`src/rtl/unsigned_mul.sv`:
```
// rtl/unsigned_mul.sv - sequential unsigned shift-add multiplier with start/ready handshake
// Optional feature macro: MUL_EARLY_EXIT_EN (finish as soon as the remaining multiplier bits are zero)

module unsigned_mul #(
    parameter int N = 16,
    parameter int M = 16,
    parameter int L = 4
) (
    input  logic             clk,
    input  logic             reset,
    input  logic             start,
    input  logic [N-1:0]     word1,
    input  logic [M-1:0]     word2,
    output logic [N+M-1:0]   product,
    output logic             ready
);

    typedef enum logic {
        IDLE = 1'b0,
        RUN  = 1'b1
    } state_t;

    state_t state;
    state_t state_next;

    logic [N-1:0]   mreg;
    logic [N+M-1:0] sreg;
    logic [N+M-1:0] acc;
    logic [L-1:0]   cnt;

    logic           load;
    logic           last_iter;

    // The final iteration is either the N-th bit, or (early exit) the point where
    // no set multiplier bits remain above the one being consumed now.
`ifdef MUL_EARLY_EXIT_EN
    assign last_iter = (cnt == L'(N - 1)) || (mreg[N-1:1] == '0);
`else
    assign last_iter = (cnt == L'(N - 1));
`endif

    // Controller state register
    always_ff @(posedge clk or negedge reset) begin
        if (!reset) begin
            state <= IDLE;
        end else begin
            state <= state_next;
        end
    end

    // Controller next-state and load strobe; start is only honoured while idle
    always_comb begin
        state_next = state;
        load       = 1'b0;
        case (state)
            IDLE: begin
                if (start) begin
                    load       = 1'b1;
                    state_next = RUN;
                end
            end
            RUN: begin
                if (last_iter) begin
                    state_next = IDLE;
                end
            end
            default: state_next = IDLE;
        endcase
    end

    // Datapath: operand capture on load, then one multiplier bit per clock while running
    always_ff @(posedge clk or negedge reset) begin
        if (!reset) begin
            mreg <= '0;
            sreg <= '0;
            acc  <= '0;
            cnt  <= '0;
        end else if (load) begin
            mreg <= word1;
            sreg <= {{N{1'b0}}, word2};
            acc  <= '0;
            cnt  <= '0;
        end else if (state == RUN) begin
            if (mreg[0]) begin
                acc <= acc + sreg;
            end
            sreg <= sreg << 1;
            mreg <= mreg >> 1;
            cnt  <= cnt + L'(1);
        end
    end

    // acc is untouched while idle, so it doubles as the held result
    assign product = acc;
    assign ready   = (state == IDLE);

endmodule
```
`config.mk`:
```
export PLATFORM = sky130hd
export DESIGN_NAME = unsigned_mul
export DESIGN_NICKNAME = d
export VERILOG_FILES = /design/src/rtl/unsigned_mul.sv
export SDC_FILE = /design/constraint.sdc
export NUM_CORES = 1
export LEC_CHECK = 0
export BUFFER_PORTS_ARGS = -buffer_cell sky130_fd_sc_hd__buf_2
export CAP_MARGIN = 20
export CORE_AREA = 3 3 105 97
export CTS_BUF_LIST = sky130_fd_sc_hd__clkbuf_16
export DETAILED_ROUTE_END_ITERATION = 8
export DIE_AREA = 0 0 108 100
export MAX_ROUTING_LAYER = met4
export PLACE_DENSITY = 0.75
export SLEW_MARGIN = 20
export SYNTH_ARGS = -nofsm -noshare
export SYNTH_HDL_FRONTEND = slang
export SYNTH_SLANG_ARGS = --single-unit
export TNS_END_PERCENT = 100
```
`constraint.sdc`:
```
create_clock -name clk -period 3.5 [get_ports clk]
set_clock_uncertainty 0.2 [all_clocks]
set_input_delay 0.175 -clock clk [delete_from_list [all_inputs] [get_ports clk]]
set_output_delay 0.175 -clock clk [all_outputs]
set_load 0.01 [all_outputs]
```
==> impl_metrics.json, run 1 <==
{
  "status": "finished, final reports clean",
  "reg2reg_to": "product[30]$_DFFE_PN0P_",
  "timing.rr.start": "product[0]$_DFFE_PN0P_",
  "port_buffers": 67,
  "yosys_warnings": 0,
  "use_met1_pct": 29.8,
  "drive_gt1_share_pct": 16.3,
  "path_max_fanout": 4,
  "synth.distinct_cells": 49,
  "rrSetupSlack_ns": 0.44,
  "die_w_um": 108,
  "crit_required_ns": 3.51,
  "timing.hold.ws_ns": 0.126,
  "antenna_found_initial": 0,
  "cts_tree": "done",
  "hp-start": "start",
  "fin_crit_sh_pct": 87.3,
  "yosysSeqAreaShare_pct": 42.9,
  "area.growth.synth_to_final_pct": 21.1,
  "holdPathStages": 3,
  "clkLatencyLatePin_ns": 0.34,
  "path_common_cell": "o21ai_2",
  "final_common_cell": "dfrtp_1",
  "drt_iter0_drc": 222,
  "drt_first_pass_iters": 4,
  "die_h_um": 100,
  "cts_sinks": 85,
  "routedWlPerCell_um": 16.3,
  "power_frac_comb_pct": 48.0,
  "cts_made_buffers": 9,
  "grt_pass1_wl_um": 20500,
  "fmax_mhz": 327,
  "hp-class": "in -> reg",
  "vdd_drop_max_v": 0.000430,
  "place_inst": 688,
  "powerDensity_nw_per_um2": 829,
  "drcViolationCount": 0,
  "setup_tns_ns": 0,
  "intPower_mw": 2.86,
  "worstPathArrival_ns": 3.07,
  "worst_pin_slew_ns": 0.780,
  "synthArstFlopShare_pct": 100,
  "maxCapViolCount": 0,
  "cts_max_level": 3,
  "min_to": "sreg[0]$_DFFE_PN0P_",
  "clk_pin_slew_ns": 0.07,
  "relSlewSlack_pct": 46.6,
  "critPathKind": "reg -> reg",
  "slowest_delay_ns": 0.46,
  "antenna_cells": 0,
  "core_um2": 9130,
  "final_area_um2": 6010,
  "die-area_um2": 10800,
  "syn-num-nets": 587,
  "power.switching_mw": 2.12,
  "start_util_pct": 54.4,
  "pwr-share-seq_pct": 34.2,
  "root_buffer": "clkbuf_16",
  "slew_viol_final": 0,
  "hold_viol": 0,
  "place_hpwl_um": 8140,
  "synth_area_um2": 4960,
  "grtUsageMet3_pct": 5.34,
  "ant_nets": 0,
  "post-route-min-period_ns": 3.06,
  "rsz0062_at_grt": "false",
  "cp_slowest_cell": "o41a_1",
  "cts_setup_buffers": 0,
  "final_nets": 678,
  "crit_path_start_kind": "flip-flop",
  "endpoint_kind": "flip-flop",
  "grt_max_degree": 86,
  "globalplace.congestion": 0.914,
  "cellLeakagePower_nw": 2.99,
  "dpl_cell_area_um2": 5400,
  "r2r_cells": 12,
  "viasPerCell": 5.73,
  "synth_seq_cells": 85,
  "vias": 4224,
  "clock_path_buffers": 2,
  "pwr-share-clk_pct": 17.8,
  "grt-ovfl-total": 0,
  "synth_cells": 519,
  "synthFlopType": "dfrtp_1",
  "groute.layer.met2.usage_pct": 41.1,
  "finalSetupViolCount": 0,
  "final_cell_mix": "84 x dfrtp_1, 74 x nand2_1, 66 x buf_2",
  "grt.total_usage_pct": 24.5,
  "swShare_pct": 42.5,
  "stdcell_count": 737,
  "finalPower_mw": 4.98,
  "grt.busiest_layer": "met2",
  "grt_pass1_vias": 4335,
  "syn_area_per_cell_um2": 9.56,
  "core.rowCount": 33,
  "totalWireLength_um": 12000,
  "worstPathCellList": "ha_1, inv_1, fa_1, nor2b_1, o21a_2, o21ai_2, a211oi_2, o21ai_2, o41a_1, o21ai_2, xnor2_1, o21ai_1",
  "synth_edf_count": 0,
  "io_pins": 68
}
worst max-delay path by stage:
stage,start,endpoint
global placement,product[0]$_DFFE_PN0P_,product[30]$_DFFE_PN0P_
detailed placement,product[0]$_DFFE_PN0P_,product[26]$_DFFE_PN0P_
finish,product[0]$_DFFE_PN0P_,product[30]$_DFFE_PN0P_
floorplan,product[0]$_DFFE_PN0P_,product[26]$_DFFE_PN0P_
global route,product[6]$_DFFE_PN0P_,product[29]$_DFFE_PN0P_
CTS,product[0]$_DFFE_PN0P_,product[26]$_DFFE_PN0P_
sequential cells by signal, indices dropped and copies added (netlist names):
signal / count
mreg: 16
sreg: 32
state: 1
product: 32
cnt: 4
synth_stat cells (all sizes together), types with 2 or more instances:
cell type | n | area share (%)
a2111oi | 2 | 0.35
nor2 | 19 | 1.4
inv | 9 | 0.68
and3 | 6 | 0.76
buf | 2 | 0.20
xnor2 | 12 | 2.1
a211oi | 6 | 1.0
clkbuf | 24 | 1.8
o21ai | 72 | 7.5
nand3 | 9 | 0.91
nand2 | 74 | 5.6
dfrtp | 85 | 43
nor3 | 4 | 0.40
o21bai | 5 | 0.83
o211ai | 4 | 0.61
a21o | 19 | 2.9
a21oi | 26 | 2.6
a31oi | 9 | 1.1
nand2b | 5 | 0.63
o31ai | 3 | 0.45
ha | 32 | 8.1
nand4 | 2 | 0.25
nand3b | 2 | 0.30
a22o | 22 | 3.9
xor2 | 15 | 2.6
mux2i | 33 | 6.7
metrics by stage:
| step | worst slack (ns) | utilization [%] |
|---|---|---|
| floorplan | 0.664 | - |
| global placement | 0.565 | 59.2 |
| detailed placement | 0.464 | 59.2 |
| CTS | 0.451 | 65.8 |
| global route | 0.263 | 65.9 |
| finish | 0.444 | 65.9 |
layout make-up:
| cell class | instances | area (µm²) |
|---|---|---|
| clock buffers | 9 | 225 |
| clock inverters | 7 | 50.0 |
| fillers | 728 | 3110 |
| inverters | 9 | 33.8 |
| multi-input cells | 399 | 2710 |
| flip-flops and latches | 85 | 2130 |
| well taps | 122 | 153 |
| repair buffers | 106 | 717 |
critical path, delay by kind of cell, from the launching register on:
family                     cells  cell delay (ns)
DFF                            1             0.37
xor gates and xnor gates       1             0.13
and+or+nand+nor                1             0.13
adders and majority gates      2             0.60
AOI/OAI and AO/OA              7             1.43
buffers and inverters          1             0.06
metal layers:
layer / vias up / routed length (µm)
li1: 2072 / -
met1: 2022 / 5210
met2: 117 / 6040
met3: 13 / 587
met4: 0 / 176
met5: - / 0
power by group through the flow:
| stage | Sequential [mW] | Clock, mW | Combinational [mW] |
|---|---|---|---|
| after floorplan | 1.68 | 0 | 1.71 |
| after global placement | 1.70 | 0 | 2.27 |
| after detailed placement | 1.71 | 0 | 2.34 |
| after CTS | 1.70 | 0.909 | 2.38 |
| after global routing | 1.76 | 0.947 | 2.70 |
| final | 1.70 | 0.889 | 2.39 |
cells by family (layout without fill, tap and decap cells):
logic type | count (synthesis) | count (layout) | synth area share (%)
DFF | 85 | 85 | 42.9
muxes | 33 | 33 | 6.65
buffers and inverters | 35 | 131 | 2.72
and+or+nand+nor | 128 | 128 | 11.3
AOI/OAI and AO/OA | 178 | 178 | 23.2
adders and majority gates | 33 | 33 | 8.47
xor gates and xnor gates | 27 | 27 | 4.76
timing repair:
| action | in CTS | in global routing |
|---|---|---|
| resized for setup | 0 | 0 |
| hold buffers | 33 | 0 |
| hold endpoints to repair | 117 | 0 |
Note: power is estimated with default switching activity, not from simulation.
==> inputs of run 2 (changes only) <==
--- a/config.mk
+++ b/config.mk
@@ -7,10 +7,10 @@
 export LEC_CHECK = 0
 export BUFFER_PORTS_ARGS = -buffer_cell sky130_fd_sc_hd__buf_2
 export CAP_MARGIN = 20
-export CORE_AREA = 3 3 105 97
+export CORE_AREA = 3 3 107 99
 export CTS_BUF_LIST = sky130_fd_sc_hd__clkbuf_16
 export DETAILED_ROUTE_END_ITERATION = 8
-export DIE_AREA = 0 0 108 100
+export DIE_AREA = 0 0 110 102
 export MAX_ROUTING_LAYER = met4
 export PLACE_DENSITY = 0.75
 export SLEW_MARGIN = 20
==> constraint.sdc (replaced) <==
create_clock -name clk -period 2.8 [get_ports clk]
set_clock_uncertainty 0.2 [all_clocks]
set_input_delay 0.14 -clock clk [delete_from_list [all_inputs] [get_ports clk]]
set_output_delay 0.14 -clock clk [all_outputs]
set_load 0.01 [all_outputs]
==> run 2 against run 1 <==
The run now ends with setup timing left. Final area increased by 6.3%. Total power grew 34%. Maximum frequency up 8.3%. Register-to-register slack worse by 0.47 ns. Routed wire length grew 6.8%. Worst hold slack worse by 0.065 ns. Die area up 3.9%. Combinational power increased by 40%. Core utilization up 0.89 points. Clock power increased by 33%. Via count grew 4.5%.
==> impl_metrics.json, run 2 (synthesized netlist as in run 1, its figures left out) <==
{
  "final_nets": 700,
  "core_um2": 9570,
  "root_buffer": "clkbuf_16",
  "routedWlPerCell_um": 16.8,
  "place_hpwl_um": 8790,
  "cts_max_level": 3,
  "drive_gt1_share_pct": 22.8,
  "rrSetupSlack_ns": -0.02,
  "status": "finished, violations left",
  "totalWireLength_um": 12800,
  "grt_pass1_vias": 4485,
  "post-route-util_pct": 66.8,
  "worstPathArrival_ns": 2.84,
  "path_max_fanout": 3,
  "violations": "setup timing",
  "r2r_cells": 12,
  "core.rowCount": 34,
  "powerDensity_nw_per_um2": 1050,
  "final_common_cell": "dfrtp_1",
  "rsz0062_at_grt": "true",
  "cellLeakagePower_nw": 3.12,
  "hold_viol": 0,
  "ant_nets": 0,
  "finalWorstSetupSlack_ns": -0.0212,
  "finalSetupViolCount": 1,
  "min_to": "mreg[2]$_DFFE_PN0P_",
  "grt_max_degree": 57,
  "grt-ovfl-total": 0,
  "post-route-min-period_ns": 2.82,
  "port_buffers": 67,
  "reg2reg_to": "product[26]$_DFFE_PN0P_",
  "io_pins": 68,
  "endpoint_kind": "flip-flop",
  "drt_iter0_drc": 213,
  "antenna_found_initial": 0,
  "maxCapViolCount": 0,
  "holdPathStages": 3,
  "viasPerCell": 5.79,
  "area.growth.synth_to_final_pct": 28.8,
  "antenna_cells": 0,
  "critPathKind": "reg -> reg",
  "fmax_mhz": 354,
  "slew_viol_final": 0,
  "clock_path_buffers": 2,
  "grt.total_usage_pct": 24.2,
  "final_cell_mix": "84 x dfrtp_1, 74 x nand2_1, 66 x buf_2",
  "vdd_drop_max_v": 0.000475,
  "die_w_um": 110,
  "grt_pass1_wl_um": 21000,
  "crit_required_ns": 2.82,
  "drt_first_pass_iters": 5,
  "cts_tree": "done",
  "finalPower_mw": 6.69,
  "cts_sinks": 85,
  "relSlewSlack_pct": 57.6,
  "hp-class": "in -> reg",
  "hp-start": "start",
  "start_util_pct": 51.9,
  "fin_crit_sh_pct": 101,
  "setup_tns_ns": -0.0212,
  "globalplace.congestion": 0.959,
  "die-area_um2": 11200,
  "drcViolationCount": 0,
  "cts_made_buffers": 9,
  "worst_pin_slew_ns": 0.636,
  "crit_path_start_kind": "flip-flop",
  "die_h_um": 102,
  "timing.rr.start": "product[0]$_DFFE_PN0P_",
  "clkLatencyLatePin_ns": 0.34,
  "clk_pin_slew_ns": 0.07,
  "vias": 4414
}
## run 2: worst max-delay path, cell delays in order (launching register included)
cell and delay [ns]:
dfrtp_1 0.36, ha_2 0.19, inv_2 0.04, fa_2 0.34, nor2b_2 0.13, o21a_2 0.16, o21ai_4 0.07, a211oi_4 0.31
o21ai_2 0.10, o41a_1 0.39, o21bai_2 0.19, xnor2_1 0.15, o21ai_1 0.08
## run 2: layout make-up
type | count | area (µm²)
Multi-Input combinational cell | 399 | 2890
Clock buffer | 9 | 225
Fill cell | 739 | 3180
Clock inverter | 7 | 68.8
Sequential cell | 85 | 2130
Inverter | 9 | 33.8
Tap cell | 126 | 158
Timing Repair Buffer | 128 | 891
## run 2: worst max path at each step
stage / to / slack, ns / startpoint / cells past startpoint
after CTS: product[26]$_DFFE_PN0P_ / -0.06 / product[0]$_DFFE_PN0P_ / 12
final: product[26]$_DFFE_PN0P_ / -0.02 / product[0]$_DFFE_PN0P_ / 12
after global routing: product[30]$_DFFE_PN0P_ / -0.13 / sreg[0]$_DFFE_PN0P_ / 12
after floorplan: product[26]$_DFFE_PN0P_ / 0.006 / product[0]$_DFFE_PN0P_ / 12
after detailed placement: product[26]$_DFFE_PN0P_ / -0.1 / product[0]$_DFFE_PN0P_ / 12
after global placement: product[30]$_DFFE_PN0P_ / 0.05 / product[0]$_DFFE_PN0P_ / 12
## run 2: per-stage QoR
step                hold slack, ns  setup WS [ns]  std cells  instance area, µm²
floorplan                   -0.356        0.00633        519                4970
detailed placement         0.00290        -0.0972        710                5560
finish                      0.0608        -0.0212        763                6390
global route                 0.111         -0.133        763                6390
CTS                         0.0553        -0.0614        761                6230
global placement           -0.0109         0.0475        710                5560
## run 2: metal layers
| metal | up-vias | routed length [µm] | track usage (%) |
|---|---|---|---|
| met2 | 159 | 6300 | 39.8 |
| met4 | 0 | 325 | 7.86 |
| li1 | 2112 | - | - |
| met1 | 2106 | 5460 | 29.6 |
| met3 | 37 | 745 | 5.18 |
| met5 | - | 0 | - |
## run 2: power breakdown
part           internal, mW  switching [mW]  total (mW)
clock network         0.631           0.548        1.18
registers              1.70           0.473        2.17
logic                  1.49            1.84        3.34
total                  3.83            2.87        6.69
## run 2: timing repair
item	CTS	global route
buffers inserted	2	3
endpoints found under the setup margin	10	16
pin swaps	9	17
endpoints found under the hold margin	78	0
resized for setup	8	25
hold buffers	33	0
==> inputs of run 3 (changes only) <==
--- a/config.mk
+++ b/config.mk
@@ -5,14 +5,15 @@
 export SDC_FILE = /design/constraint.sdc
 export NUM_CORES = 1
 export LEC_CHECK = 0
+export ABC_AREA = 1
 export BUFFER_PORTS_ARGS = -buffer_cell sky130_fd_sc_hd__buf_2
 export CAP_MARGIN = 20
-export CORE_AREA = 3 3 107 99
+export CORE_AREA = 3 3 113 104
 export CTS_BUF_LIST = sky130_fd_sc_hd__clkbuf_16
 export DETAILED_ROUTE_END_ITERATION = 8
-export DIE_AREA = 0 0 110 102
+export DIE_AREA = 0 0 116 107
 export MAX_ROUTING_LAYER = met4
-export PLACE_DENSITY = 0.75
+export PLACE_DENSITY = 0.77
 export SLEW_MARGIN = 20
 export SYNTH_ARGS = -nofsm -noshare
 export SYNTH_HDL_FRONTEND = slang
==> run 3 against run 2 <==
The run now ends clean. First-iteration DRC count grew 140%. Sequential power is 3% lower. Combinational power rose by 9.6%. Non-clock buffer count shrank 19. Count of clock-buffer cells in the layout stayed put. Die area rose by 11%. Final cell count grew 42%. Largest power group unchanged. Area after synthesis grew 16%. Largest cell class unchanged. Register-to-register slack improved by 0.55 ns. Worst hold slack better by 0.072 ns.
==> impl_metrics.json, run 3 <==
{
  "status": "finished, final reports clean",
  "routedWlPerCell_um": 14.8,
  "io_pins": 68,
  "critPathKind": "reg -> reg",
  "slowest_delay_ns": 0.39,
  "vdd_drop_max_v": 0.000910,
  "dpl_cell_area_um2": 6260,
  "totalWireLength_um": 16000,
  "cts_sinks": 85,
  "drt_iter0_drc": 515,
  "die-area_um2": 12400,
  "port_buffers": 67,
  "final_cell_mix": "327 x nand2_1, 153 x inv_1, 85 x dfrtp_1",
  "final_area_um2": 6890,
  "ant_nets": 0,
  "grt-ovfl-total": 0,
  "syn_area_per_cell_um2": 6.83,
  "grt_pass1_wl_um": 26800,
  "power.switching_mw": 3.26,
  "hp-class": "in -> async",
  "path_max_fanout": 4,
  "crit_required_ns": 2.83,
  "cts_tree": "done",
  "synthFlopType": "dfrtp_1",
  "relSlewSlack_pct": 41.9,
  "fin_crit_sh_pct": 81.3,
  "power_frac_comb_pct": 52.5,
  "pwr-share-clk_pct": 17.3,
  "synth_cells": 843,
  "syn-num-nets": 911,
  "rsz0062_at_grt": "false",
  "start_util_pct": 53.7,
  "hold_viol": 0,
  "final_nets": 1013,
  "post-route-min-period_ns": 2.28,
  "slew_viol_final": 0,
  "setup_tns_ns": 0,
  "yosysSeqAreaShare_pct": 36.9,
  "synth_seq_cells": 85,
  "cts_made_buffers": 9,
  "worstPathArrival_ns": 2.31,
  "cts_max_level": 3,
  "pwr-share-seq_pct": 30.2,
  "worstPathCellList": "ha_1, inv_1, fa_1, inv_1, nand3_1, nand3_1, nand2_1, nand2_1, nand3_1, nand2_1, nand2_1, nand2_1, o21ai_1",
  "viasPerCell": 5.26,
  "clkLatencyLatePin_ns": 0.35,
  "yosysTopAreaCell": "dfrtp_1",
  "timing.rr.start": "product[0]$_DFFE_PN0P_",
  "powerDensity_nw_per_um2": 1010,
  "clk_pin_slew_ns": 0.06,
  "finalWorstSetupSlack_ns": 0.524,
  "synthTopCellsByArea": "dfrtp_1 37%, nand2_1 21%, inv_1 9.9%",
  "synth_top_area_share_pct": 36.9,
  "cellLeakagePower_nw": 3.92,
  "grt_max_degree": 48,
  "worst_pin_slew_ns": 0.871,
  "swShare_pct": 46.8,
  "path_common_cell": "nand2_1",
  "synth_common_cells": "327 x nand2_1, 152 x inv_1, 85 x dfrtp_1",
  "grt.total_usage_pct": 28.3,
  "drcViolationCount": 0,
  "cp_slowest_cell": "fa_1",
  "die_h_um": 107,
  "maxCapViolCount": 0,
  "globalplace.congestion": 0.979,
  "critical_path.startpoint": "product[0]$_DFFE_PN0P_",
  "dpl_worst_slack_ns": 0.564,
  "root_buffer": "clkbuf_16",
  "finalSetupViolCount": 0,
  "synth_edf_count": 0,
  "core.rowCount": 36,
  "place_hpwl_um": 11600,
  "grt_pass1_vias": 5543,
  "fmax_mhz": 439,
  "die_w_um": 116,
  "synth.distinct_cells": 36,
  "cp_top_family": "simple AND/OR/NAND/NOR gates",
  "area.growth.synth_to_final_pct": 19.6,
  "intPower_mw": 3.70,
  "endpoint_kind": "flip-flop",
  "worst-path-buf-inv": 2,
  "vias": 5686,
  "drive_gt1_share_pct": 13.7,
  "cts_setup_buffers": 0,
  "yosys_warnings": 0,
  "crit_path_start_kind": "flip-flop",
  "antenna_cells": 0,
  "synthArstFlopShare_pct": 100,
  "core_um2": 10700,
  "clock_path_buffers": 2,
  "synth_most_common_cell": "nand2_1",
  "drt_first_pass_iters": 5,
  "final_common_cell": "nand2_1",
  "antenna_found_initial": 0,
  "synth_area_um2": 5760
}
[run 3: what timing repair did]
| item | in CTS | in global routing |
|---|---|---|
| resized for setup | 0 | 0 |
| hold buffers | 34 | 0 |
| setup endpoints to repair | 0 | 0 |
| hold endpoints to repair | 71 | 0 |
[run 3: worst reg2reg max path, delay by kind of cell, from the launching register on]
| family | cells | cell delay, ns |
|---|---|---|
| AO/OA/AOI/OAI | 1 | 0.06 |
| adder cells (fa/ha/maj) | 2 | 0.62 |
| buffers and inverters | 2 | 0.20 |
| flip-flops | 1 | 0.37 |
| AND/OR/NAND/NOR | 8 | 0.72 |
[run 3: cells by family (layout without fill, tap and decap cells)]
| family | count (synthesis) | count (layout) | share of synthesized area, % |
|---|---|---|---|
| compound gates | 104 | 104 | 11.7 |
| flops | 85 | 85 | 36.9 |
| buf+inv | 177 | 283 | 11.7 |
| fa+ha+maj | 33 | 33 | 7.30 |
| simple gates | 442 | 442 | 32.1 |
| xor+xnor | 2 | 2 | 0.304 |
[run 3: layout make-up]
type | instances | area [µm²]
clock buffers | 9 | 225
clock inverters | 6 | 65.1
fillers | 958 | 3830
inverters | 159 | 597
multi-input cells | 581 | 2960
flip-flops and latches | 85 | 2130
well taps | 133 | 166
repair buffers | 109 | 751
[run 3: worst paths after layout]
kind,end,slack [ns],depth (start not counted)
worst min-delay path,sreg[26]$_DFFE_PN0P_,0.13,2
worst max-delay path,product[16]$_DFFE_PN0P_,0.52,13
max in group asynchronous,cnt[2]$_DFFE_PN0P_,1.64,3
worst min register to register,state$_DFF_PN0_,0.28,1
min in group clk,state$_DFF_PN0_,0.28,1
worst max register to register,product[16]$_DFFE_PN0P_,0.52,13
[run 3: metal layers]
layer	vias to the layer above	global-route usage, %	share of wire [%]
met5	-	-	0
met3	19	6.09	7.6
met4	0	6.71	1.6
met2	219	41.5	43
li1	2844	-	-
met1	2604	40.2	48
[run 3: power by group through the flow]
stage,logic [mW],registers (mW),clock network (mW)
3_3_place_gp,3.52,2.11,0
4_1_cts,3.62,2.10,1.22
2_1_floorplan,2.54,2.08,0
6_report,3.66,2.11,1.20
5_1_grt,4.14,2.16,1.27
3_5_place_dp,3.57,2.12,0
[run 3: through the flow]
stage | power (mW) | hold WS, ns | utilization, % | instances
floorplan | 4.62 | -0.356 | - | 843
global placement | 5.62 | -0.0472 | 58.4 | 1033
detailed placement | 5.69 | -0.0431 | 58.4 | 1033
CTS | 6.93 | 0.135 | 64.3 | 1082
global route | 7.57 | 0.171 | 64.3 | 1082
finish | 6.97 | 0.133 | 64.3 | 1082
